<file path="src/rtl/mem_bus_arbiter.sv">
// Round-robin arbiter/sequencer for one shared memory bus, with a per-transfer response watchdog.
// IDLE: arbitrate | WAIT: strobe held, await response | RESP: ack/err pulse | RELEASE: wait for response low
module mem_bus_arbiter #(
    parameter int ADDR_WIDTH = 32,
    parameter int DATA_WIDTH = 32,
    parameter int TIMEOUT    = 255
) (
    input  logic                  clk,
    input  logic                  reset,
    input  logic                  r0_req,
    input  logic                  r1_req,
    input  logic                  r0_we,
    input  logic                  r1_we,
    input  logic [ADDR_WIDTH-1:0] r0_addr,
    input  logic [ADDR_WIDTH-1:0] r1_addr,
    input  logic [DATA_WIDTH-1:0] r0_wdata,
    input  logic [DATA_WIDTH-1:0] r1_wdata,
    output logic [DATA_WIDTH-1:0] r0_rdata,
    output logic [DATA_WIDTH-1:0] r1_rdata,
    output logic                  r0_ack,
    output logic                  r1_ack,
    output logic                  r0_err,
    output logic                  r1_err,
    output logic [ADDR_WIDTH-1:0] mem_addr,
    output logic                  mem_read_en,
    output logic                  mem_write_en,
    output logic [DATA_WIDTH-1:0] mem_write_val,
    input  logic [DATA_WIDTH-1:0] mem_read_val,
    input  logic                  mem_response,
    output logic                  busy
);

    localparam int WDW = $clog2(TIMEOUT + 1);
    localparam logic [WDW-1:0] WD_LAST = WDW'(TIMEOUT - 1);
    localparam logic [WDW-1:0] WD_MAX  = WDW'(TIMEOUT);

    typedef enum logic [1:0] {
        ST_IDLE,
        ST_WAIT,
        ST_RESP,
        ST_RELEASE
    } state_t;

    state_t                r_state;
    state_t                w_state_nx;
    logic                  r_last_grant;
    logic                  w_last_grant_nx;
    logic                  r_grant;
    logic                  w_grant_nx;
    logic [WDW-1:0]        r_wdog;
    logic [WDW-1:0]        w_wdog_nx;
    logic [ADDR_WIDTH-1:0] w_mem_addr_nx;
    logic                  w_mem_read_en_nx;
    logic                  w_mem_write_en_nx;
    logic [DATA_WIDTH-1:0] w_mem_write_val_nx;
    logic [DATA_WIDTH-1:0] w_r0_rdata_nx;
    logic [DATA_WIDTH-1:0] w_r1_rdata_nx;
    logic                  w_r0_ack_nx;
    logic                  w_r1_ack_nx;
    logic                  w_r0_err_nx;
    logic                  w_r1_err_nx;
    logic                  w_busy_nx;
    logic                  w_pick;
    logic                  w_pick_we;

    // A lone requester wins outright; a tie goes to the port not granted last.
    assign w_pick    = (r0_req && r1_req) ? ~r_last_grant : r1_req;
    assign w_pick_we = w_pick ? r1_we : r0_we;

    always_comb begin
        w_state_nx         = r_state;
        w_last_grant_nx    = r_last_grant;
        w_grant_nx         = r_grant;
        w_wdog_nx          = r_wdog;
        w_mem_addr_nx      = mem_addr;
        w_mem_read_en_nx   = mem_read_en;
        w_mem_write_en_nx  = mem_write_en;
        w_mem_write_val_nx = mem_write_val;
        w_r0_rdata_nx      = r0_rdata;
        w_r1_rdata_nx      = r1_rdata;
        w_r0_ack_nx        = 1'b0;
        w_r1_ack_nx        = 1'b0;
        w_r0_err_nx        = 1'b0;
        w_r1_err_nx        = 1'b0;

        case (r_state)
            ST_IDLE: begin
                if (!mem_response && (r0_req || r1_req)) begin
                    w_grant_nx         = w_pick;
                    w_last_grant_nx    = w_pick;
                    w_mem_addr_nx      = w_pick ? r1_addr : r0_addr;
                    w_mem_write_val_nx = w_pick ? r1_wdata : r0_wdata;
                    w_mem_read_en_nx   = ~w_pick_we;
                    w_mem_write_en_nx  = w_pick_we;
                    w_wdog_nx          = '0;
                    w_state_nx         = ST_WAIT;
                end
            end
            ST_WAIT: begin
                // A response in the expiry cycle still counts as a normal completion.
                if (mem_response) begin
                    w_mem_read_en_nx  = 1'b0;
                    w_mem_write_en_nx = 1'b0;
                    if (r_grant) begin
                        w_r1_ack_nx = 1'b1;
                        if (!mem_write_en) w_r1_rdata_nx = mem_read_val;
                    end else begin
                        w_r0_ack_nx = 1'b1;
                        if (!mem_write_en) w_r0_rdata_nx = mem_read_val;
                    end
                    w_state_nx = ST_RESP;
                end else if (r_wdog == WD_LAST) begin
                    w_mem_read_en_nx  = 1'b0;
                    w_mem_write_en_nx = 1'b0;
                    if (r_grant) begin
                        w_r1_ack_nx   = 1'b1;
                        w_r1_err_nx   = 1'b1;
                        w_r1_rdata_nx = '0;
                    end else begin
                        w_r0_ack_nx   = 1'b1;
                        w_r0_err_nx   = 1'b1;
                        w_r0_rdata_nx = '0;
                    end
                    w_state_nx = ST_RESP;
                end else if (r_wdog != WD_MAX) begin
                    w_wdog_nx = r_wdog + WDW'(1);
                end
            end
            ST_RESP: begin
                w_state_nx = ST_RELEASE;
            end
            ST_RELEASE: begin
                if (!mem_response) w_state_nx = ST_IDLE;
            end
            default: begin
                w_state_nx = ST_IDLE;
            end
        endcase

        w_busy_nx = (w_state_nx != ST_IDLE);
    end

    always_ff @(posedge clk) begin
        if (reset) begin
            r_state       <= ST_IDLE;
            r_last_grant  <= 1'b1;
            r_grant       <= 1'b0;
            r_wdog        <= '0;
            mem_addr      <= '0;
            mem_read_en   <= 1'b0;
            mem_write_en  <= 1'b0;
            mem_write_val <= '0;
            r0_rdata      <= '0;
            r1_rdata      <= '0;
            r0_ack        <= 1'b0;
            r1_ack        <= 1'b0;
            r0_err        <= 1'b0;
            r1_err        <= 1'b0;
            busy          <= 1'b0;
        end else begin
            r_state       <= w_state_nx;
            r_last_grant  <= w_last_grant_nx;
            r_grant       <= w_grant_nx;
            r_wdog        <= w_wdog_nx;
            mem_addr      <= w_mem_addr_nx;
            mem_read_en   <= w_mem_read_en_nx;
            mem_write_en  <= w_mem_write_en_nx;
            mem_write_val <= w_mem_write_val_nx;
            r0_rdata      <= w_r0_rdata_nx;
            r1_rdata      <= w_r1_rdata_nx;
            r0_ack        <= w_r0_ack_nx;
            r1_ack        <= w_r1_ack_nx;
            r0_err        <= w_r0_err_nx;
            r1_err        <= w_r1_err_nx;
            busy          <= w_busy_nx;
        end
    end

endmodule

</file>
<file path="config.mk">
export PLATFORM = sky130hd
export DESIGN_NAME = mem_bus_arbiter
export DESIGN_NICKNAME = d
export VERILOG_FILES = /design/src/rtl/mem_bus_arbiter.sv
export SDC_FILE = /design/constraint.sdc
export NUM_CORES = 1
export LEC_CHECK = 0
export BUFFER_PORTS_ARGS = -buffer_cell sky130_fd_sc_hd__buf_2
export CAP_MARGIN = 10
export CORE_AREA = 2 2 124 126
export CTS_CLUSTER_SIZE = 16
export DETAILED_ROUTE_END_ITERATION = 7
export DIE_AREA = 0 0 126 128
export GPL_ROUTABILITY_DRIVEN = 0
export GPL_TIMING_DRIVEN = 0
export PLACE_DENSITY = 0.83
export SLEW_MARGIN = 20
export SYNTH_ARGS = -nofsm -noshare
export SYNTH_HDL_FRONTEND = slang
export SYNTH_SLANG_ARGS = --single-unit
</file>
<file path="constraint.sdc">
create_clock -name clk -period 1.6 [get_ports clk]
set_clock_uncertainty 0.05 [all_clocks]
set_input_delay 0.16 -clock clk [delete_from_list [all_inputs] [get_ports clk]]
set_output_delay 0.16 -clock clk [all_outputs]
set_load 0.05 [all_outputs]
</file>
==> metrics.md, run 1 <==
| Metric | Value |
|---|---|
| Worst vdd ir | ~0.00071 V |
| Root Buffer | clkbuf_16 |
| Critical path class | register to register |
| Critical path buffers and inverters | 3 |
| Residual DRC | 0 |
| Critical Path Max Stage Delay | 360 ps |
| Top-count cell post-synth | dfxtp_1 |
| Yosys top cell by area | dfxtp_1 |
| Seq cells post-synth | between 100 and 150 |
| Chip width | 126 um |
| Starting density of the core | about 40% |
| Synthesized cell area | 5970 sq um |
| TritonCTS clock tree | yes |
| WL/cell | approximately 18 um |
| Largest net degree at the start of global routing | 17 |
| Detailed Routing Iterations Pass 1 | 4 |
| Routed WL | ~20000 um |
| Power Total | 10.5 mW |
| Slowest CP cell | dfxtp_4 |
| Full die area | approximately 16000 sq um |
| Primary FF master, synth | dfxtp_1 |
| Hold Vio Cnt, Final | 0 |
| Launching element type of the critical path | register |
| Post-Place Setup Slack | -237 ps |
| Max Buffers Root-to-Sink | 2 |
| Max transition margin | a little over half |
| Pins Over Slew Limit | 0 |
| Layout cells sized above 1 | ~52% |
| Critical path arrival | 1930 ps |
| CP max FO | 10 |
| Worst-Skew Late Latency | a little over 400 ps |
| Synth cell types | between 40 and 50 |
| Area contributors post-synth | dfxtp_1, mux2i_1, a22o_1, a211oi_2, nor2_1 |
| Synth top area share | just under 50% |
| Post-synthesis sequential area ratio | between 40 and 50% |
| Critical Path End Type | register |
| Failing checks | negative setup slack |
| F_max | slightly below 600 MHz |
| Hpwl dp | 13200 um |
| Status | complete, but fails checks |
| Synth cell count leaders | dfxtp_1, nor2_1, mux2i_1, a22o_1, a211oi_2 |
| DR vias | 5917 |
| GRT overflow | 0 |
| Filler cells | approximately 1.2k |
| Chip Height | about 130 um |
| Asr flop ratio synth | 0% |
| Diodes inserted | 0 |
| Syn Inst Count | between 500 and 600 |
| Port Buffer Count | 300 |
| Family with the most delay on the worst path | compound AO/OA/AOI/OAI gates |
| RSZ-0062 raised after global routing | true |
| Initial antenna violation count | 0 |
| Final setup vio count | 62 |
| Syn nets | 702 |
| Pwr dens | 1130 nW/um^2 |
| H-tree level count | 4 |
| Critical Path RT | 1850 ps |
| Core footprint | around 15000 sq um |
| Fin nets | approximately 1.1k |
| Worst-path clk slew | 60 ps |
| Final critical-path setup slack | -83.7 ps |
| Vias per std cell | between 5 and 6 |
| Layout area overhead | 55.1% |
| Hold crit path type | input pin to register |
| First-pass GRT wire length | ~29000 um |
| Iteration-0 DRC Markers | 206 |
| Post-synth EDFFs | 0 |
| Hold WS | about 35 ps |
| Vias in the first global route | between 5k and 6k |
| Max cap viols | 0 |
| Number of CTS-inserted buffers | 17 |
| Site Rows | 45 |
| Clk sinks | ~150 |
| Warnings from Yosys | 0 |
| Fin crit share | 105% |
| CP Cell Sequence | inv_4 > ha_4 > nand3_4 > o31ai_4 > a21oi_2 > buf_6 > buf_8 > a22o_1 |
| Tightest Pin Transition | just over 700 ps |
| Static leakage | 4.24 nW |
| # IOs | between 300 and 400 |
| Mean Syn Cell Area | around 11 sq um |
| Gr usage total | 23.1% |
| Post-route minimum period | 1680 ps |
| Post-DRT Antenna Nets | 0 |
## registers in the layout, summed over array words and instances, names as in the netlist
register	count
r1_ack	1
mem_read_en	1
r0_rdata	32
mem_addr	32
r_grant	1
r_wdog	8
r1_rdata	32
r0_ack	1
mem_write_en	1
r_last_grant	1
busy	1
r_state	2
r1_err	1
mem_write_val	32
r0_err	1
## routing by layer
layer / part of all wire [%] / track usage (%)
met2: 51 / 41.5
met3: 6.2 / 5.18
met5: 0 / 0
met4: 2.7 / 9.57
met1: 41 / 26.5
## path summary, 6_finish.rpt
kind | cells after the start | slack [ps] | end | startpoint
worst max-delay path | 8 | -80 | r0_rdata[5]$_SDFFE_PP0P_ | r_wdog[0]$_SDFFE_PP0P_
worst min-delay path | 3 | 40 | mem_write_val[4]$_SDFFE_PP0P_ | r0_wdata[4]
worst max register to register | 8 | -80 | r0_rdata[5]$_SDFFE_PP0P_ | r_wdog[0]$_SDFFE_PP0P_
worst min register to register | 1 | 420 | r0_rdata[15]$_SDFFE_PP0P_ | r0_rdata[15]$_SDFFE_PP0P_
## power breakdown
| group | internal [mW] | leakage [nW] | switching, mW | total, mW |
|---|---|---|---|---|
| logic | 1.02 | 2.78 | 1.79 | 2.81 |
| clock network | 2.06 | 0.251 | 1.56 | 3.61 |
| registers | 3.92 | 1.20 | 0.151 | 4.07 |
| total | 7.00 | 4.24 | 3.49 | 10.5 |
## logic make-up (layout without fill, tap and decap cells)
| group | count (synthesis) | count (layout) | share of synthesized area [%] |
|---|---|---|---|
| compound gates | 162 | 163 | 25.0 |
| flops | 147 | 147 | 49.3 |
| simple gates | 108 | 108 | 9.01 |
| mux | 66 | 66 | 11.1 |
| buf+inv | 48 | 443 | 5.26 |
| fa+ha+maj | 2 | 2 | 0.419 |
## final cells by class
cell class	instances	area, sq um	share of cell area, %
clock inverter	11	78.8	0.851
sequential	147	2960	32.0
timing repair buffer	364	2180	23.6
buffer	44	485	5.24
tap	188	235	2.54
inverter	4	17.5	0.189
multi-input combinational	339	2850	30.7
clock buffer	20	457	4.93
## repair_timing
item | CTS | global route
endpoints found under the hold margin | 64 | 0
pin swaps | 9 | 54
cloned | 3 | 7
endpoints found under the setup margin | 131 | 128
setup buffers | 4 | 19
hold buffers | 32 | 0
resized for setup | 38 | 65
## metrics by stage
step	cell area, sq um	utilization, %	TNS (ps)	instances
2_1_floorplan	5970	-	0	533
3_3_place_gp	7710	51.9	-18610	1021
3_5_place_dp	7710	51.9	-21370	1021
4_1_cts	8750	58.9	-3620	1091
5_1_grt	9260	62.3	-6930	1117
6_report	9260	62.3	-2830	1117
## cell usage in the layout (no fill, tap or decap), drive strengths merged, types with 2 or more instances in the layout
| cell | count |
|---|---|
| nand2b | 3 |
| o21ai | 6 |
| dfxtp | 147 |
| or4 | 7 |
| inv | 7 |
| dlygate4sd3 | 32 |
| nor3b | 2 |
| o31ai | 6 |
| a211oi | 66 |
| a22o | 64 |
| nor3 | 4 |
| nor2 | 69 |
| nand4 | 2 |
| clkinv | 3 |
| clkinvlp | 5 |
| ha | 2 |
| clkbuf | 37 |
| o21a | 2 |
| a21oi | 13 |
| and3 | 2 |
| nand3 | 6 |
| or3 | 4 |
| buf | 359 |
| mux2i | 65 |
| nand2 | 5 |
## tightest hold or removal path, cell delays in order
cell and delay (ps):
buf_2 100, mux2i_1 110, a211oi_1 80
Note: power is estimated with default switching activity, not from simulation.
==> run 2, diff against run 1 <==
RECOVER_POWER = 25   (was unset)
==> metrics.md, run 2 (same netlist as run 1, synthesis figures left out) <==
| Metric | Value |
|---|---|
| Detailed Routing Iterations Pass 1 | 4 (unchanged) |
| CP Cell Sequence | inv_4 > ha_4 > nand3_4 > o31ai_4 > a21oi_2 > buf_6 > buf_8 > a22o_1 |
| Layout cells sized above 1 | 47.3% (-4.4 points) |
| Critical path class | register to register |
| Pins Over Slew Limit | 0 (unchanged) |
| Hold WS | 36.3 ps (+0.782 ps) |
| WL/cell | 18.1 um (+0.36%) |
| Pwr dens | 1140 nW/um^2 (+0.45%) |
| Routed WL | 20200 um (+0.36%) |
| # IOs | 302 (unchanged) |
| Tightest Pin Transition | 710 ps (+4.24 ps) |
| Final critical-path setup slack | -82.4 ps (+1.25 ps) |
| Worst-path clk slew | 60 ps (about the same) |
| Chip Height | 128 um (unchanged) |
| Post-route minimum period | 1680 ps (-1.25 ps) |
| Core Util, Final | 61.9% (-0.36 points) |
| Hold Vio Cnt, Final | 0 (unchanged) |
| F_max | 594 MHz (about the same) |
| Worst-case reg-to-reg path depth | 8 (unchanged) |
| Diodes inserted | 0 (unchanged) |
| First-pass GRT wire length | 29400 um (unchanged) |
| Failing checks | negative setup slack |
| Slowest CP cell | dfxtp_4 |
| Static leakage | 4.07 nW (-4.0%) |
| Finished Cell Area | 9210 sq um (-0.58%) |
| Status | complete, but fails checks |
| Core footprint | 14900 sq um (unchanged) |
| Chip width | 126 um (unchanged) |
| Commonest non-fill, non-tap cell in the layout | buf_2 |
| Layout area overhead | 54.2% |
| Hold crit path type | input pin to register |
| Post-Place Setup Slack | -237 ps (unchanged) |
| Port Buffer Count | 300 (unchanged) |
| Root Buffer | clkbuf_16 |
| CP max FO | 10 (unchanged) |
| Max cap viols | 0 (unchanged) |
| Max Buffers Root-to-Sink | 2 (unchanged) |
| TritonCTS clock tree | yes |
| DR vias | 5933 (+0.27%) |
| Critical Path Max Stage Delay | 360 ps (about the same) |
| Fin nets | 1086 (unchanged) |
| H-tree level count | 4 (unchanged) |
| Starting density of the core | 40.2% (unchanged) |
| Largest net degree at the start of global routing | 17 (unchanged) |
| Clk sinks | 147 (unchanged) |
| Power Total | 10.5 mW (-0.14%) |
| Full die area | 16100 sq um (unchanged) |
| RSZ-0062 raised after global routing | true |
| Final setup vio count | 62 (unchanged) |
| Launching element type of the critical path | register |
| Critical Path RT | 1850 ps (about the same) |
| Residual DRC | 0 (unchanged) |
| Placed instance area | 7710 sq um (unchanged) |
| Site Rows | 45 (unchanged) |
| Most frequent cells in the layout | buf_2, dfxtp_1, nor2_1 |
| Number of CTS-inserted buffers | 17 (unchanged) |
| Post-DRT Antenna Nets | 0 (unchanged) |
| Vias in the first global route | 5718 (unchanged) |
| Gr usage total | 23.1% (unchanged) |
| Critical path arrival | 1930 ps (about the same) |
| Initial antenna violation count | 0 (unchanged) |
| Iteration-0 DRC Markers | 217 (+5.3%) |
| Worst-Skew Late Latency | 410 ps (about the same) |
| Fin crit share | 105% (about the same) |
| Worst vdd ir | 0.000709 V (-0.56%) |
| Vias per std cell | 5.31 (+0.27%) |
| Hpwl dp | 13200 um (unchanged) |
| Max transition margin | 52.7% (-0.28 points) |
| Hold Path Stages | 3 (unchanged) |
| Critical Path End Type | register |
| GRT overflow | 0 (unchanged) |
run 2: worst paths after layout:
check	from	endpoint	slack, ps
hold / removal	r0_wdata[4]	mem_write_val[4]$_SDFFE_PP0P_	40
setup reg to reg	r_wdog[0]$_SDFFE_PP0P_	r0_rdata[9]$_SDFFE_PP0P_	-80
hold reg to reg	r0_rdata[15]$_SDFFE_PP0P_	r0_rdata[15]$_SDFFE_PP0P_	420
setup / recovery	r_wdog[0]$_SDFFE_PP0P_	r0_rdata[9]$_SDFFE_PP0P_	-80
run 2: layout make-up:
class / count / area (sq um)
clock buffers: 20 / 457
fillers: 1199 / 5660
plain buffers: 44 / 485
inverters: 4 / 17.5
multi-input cells: 339 / 2850
well taps: 188 / 235
clock inverters: 11 / 78.8
flip-flops and latches: 147 / 2960
repair buffers: 364 / 2130
run 2: timing repair:
item,in CTS,in global routing
cloned,3,7
setup endpoints to repair,131,128
pin swaps,9,54
hold buffers,32,0
hold endpoints to repair,64,0
gates resized for setup,38,65
buffers inserted,4,19
run 2: stage by stage:
stage / setup TNS (ps) / std cells
after floorplan: 0 / 533
after global placement: -18610 / 1021
after detailed placement: -21370 / 1021
after CTS: -3620 / 1091
after global routing: -7020 / 1117
final: -3000 / 1117
run 2: routing by layer:
layer	routed length (um)	track usage, %	vias to the layer above
li1	-	-	2780
met1	8210	26.5	2838
met2	10200	41.5	280
met3	1210	5.18	35
met4	531	9.57	0
met5	0	0	-
run 2: worst max-delay path, delay by kind of cell, from the launching register on:
kind | cells | cell delay, ps
adders and majority gates | 1 | 150
DFF | 1 | 360
and+or+nand+nor | 1 | 80
buffers and inverters | 3 | 350
AOI/OAI and AO/OA | 3 | 570
run 2: power by group:
group	internal [mW]	leakage, nW	switching (mW)	total, mW
clock	2.06	0.251	1.56	3.62
combinational	1.00	2.61	1.79	2.79
sequential	3.92	1.20	0.153	4.07
total	6.98	4.07	3.50	10.5
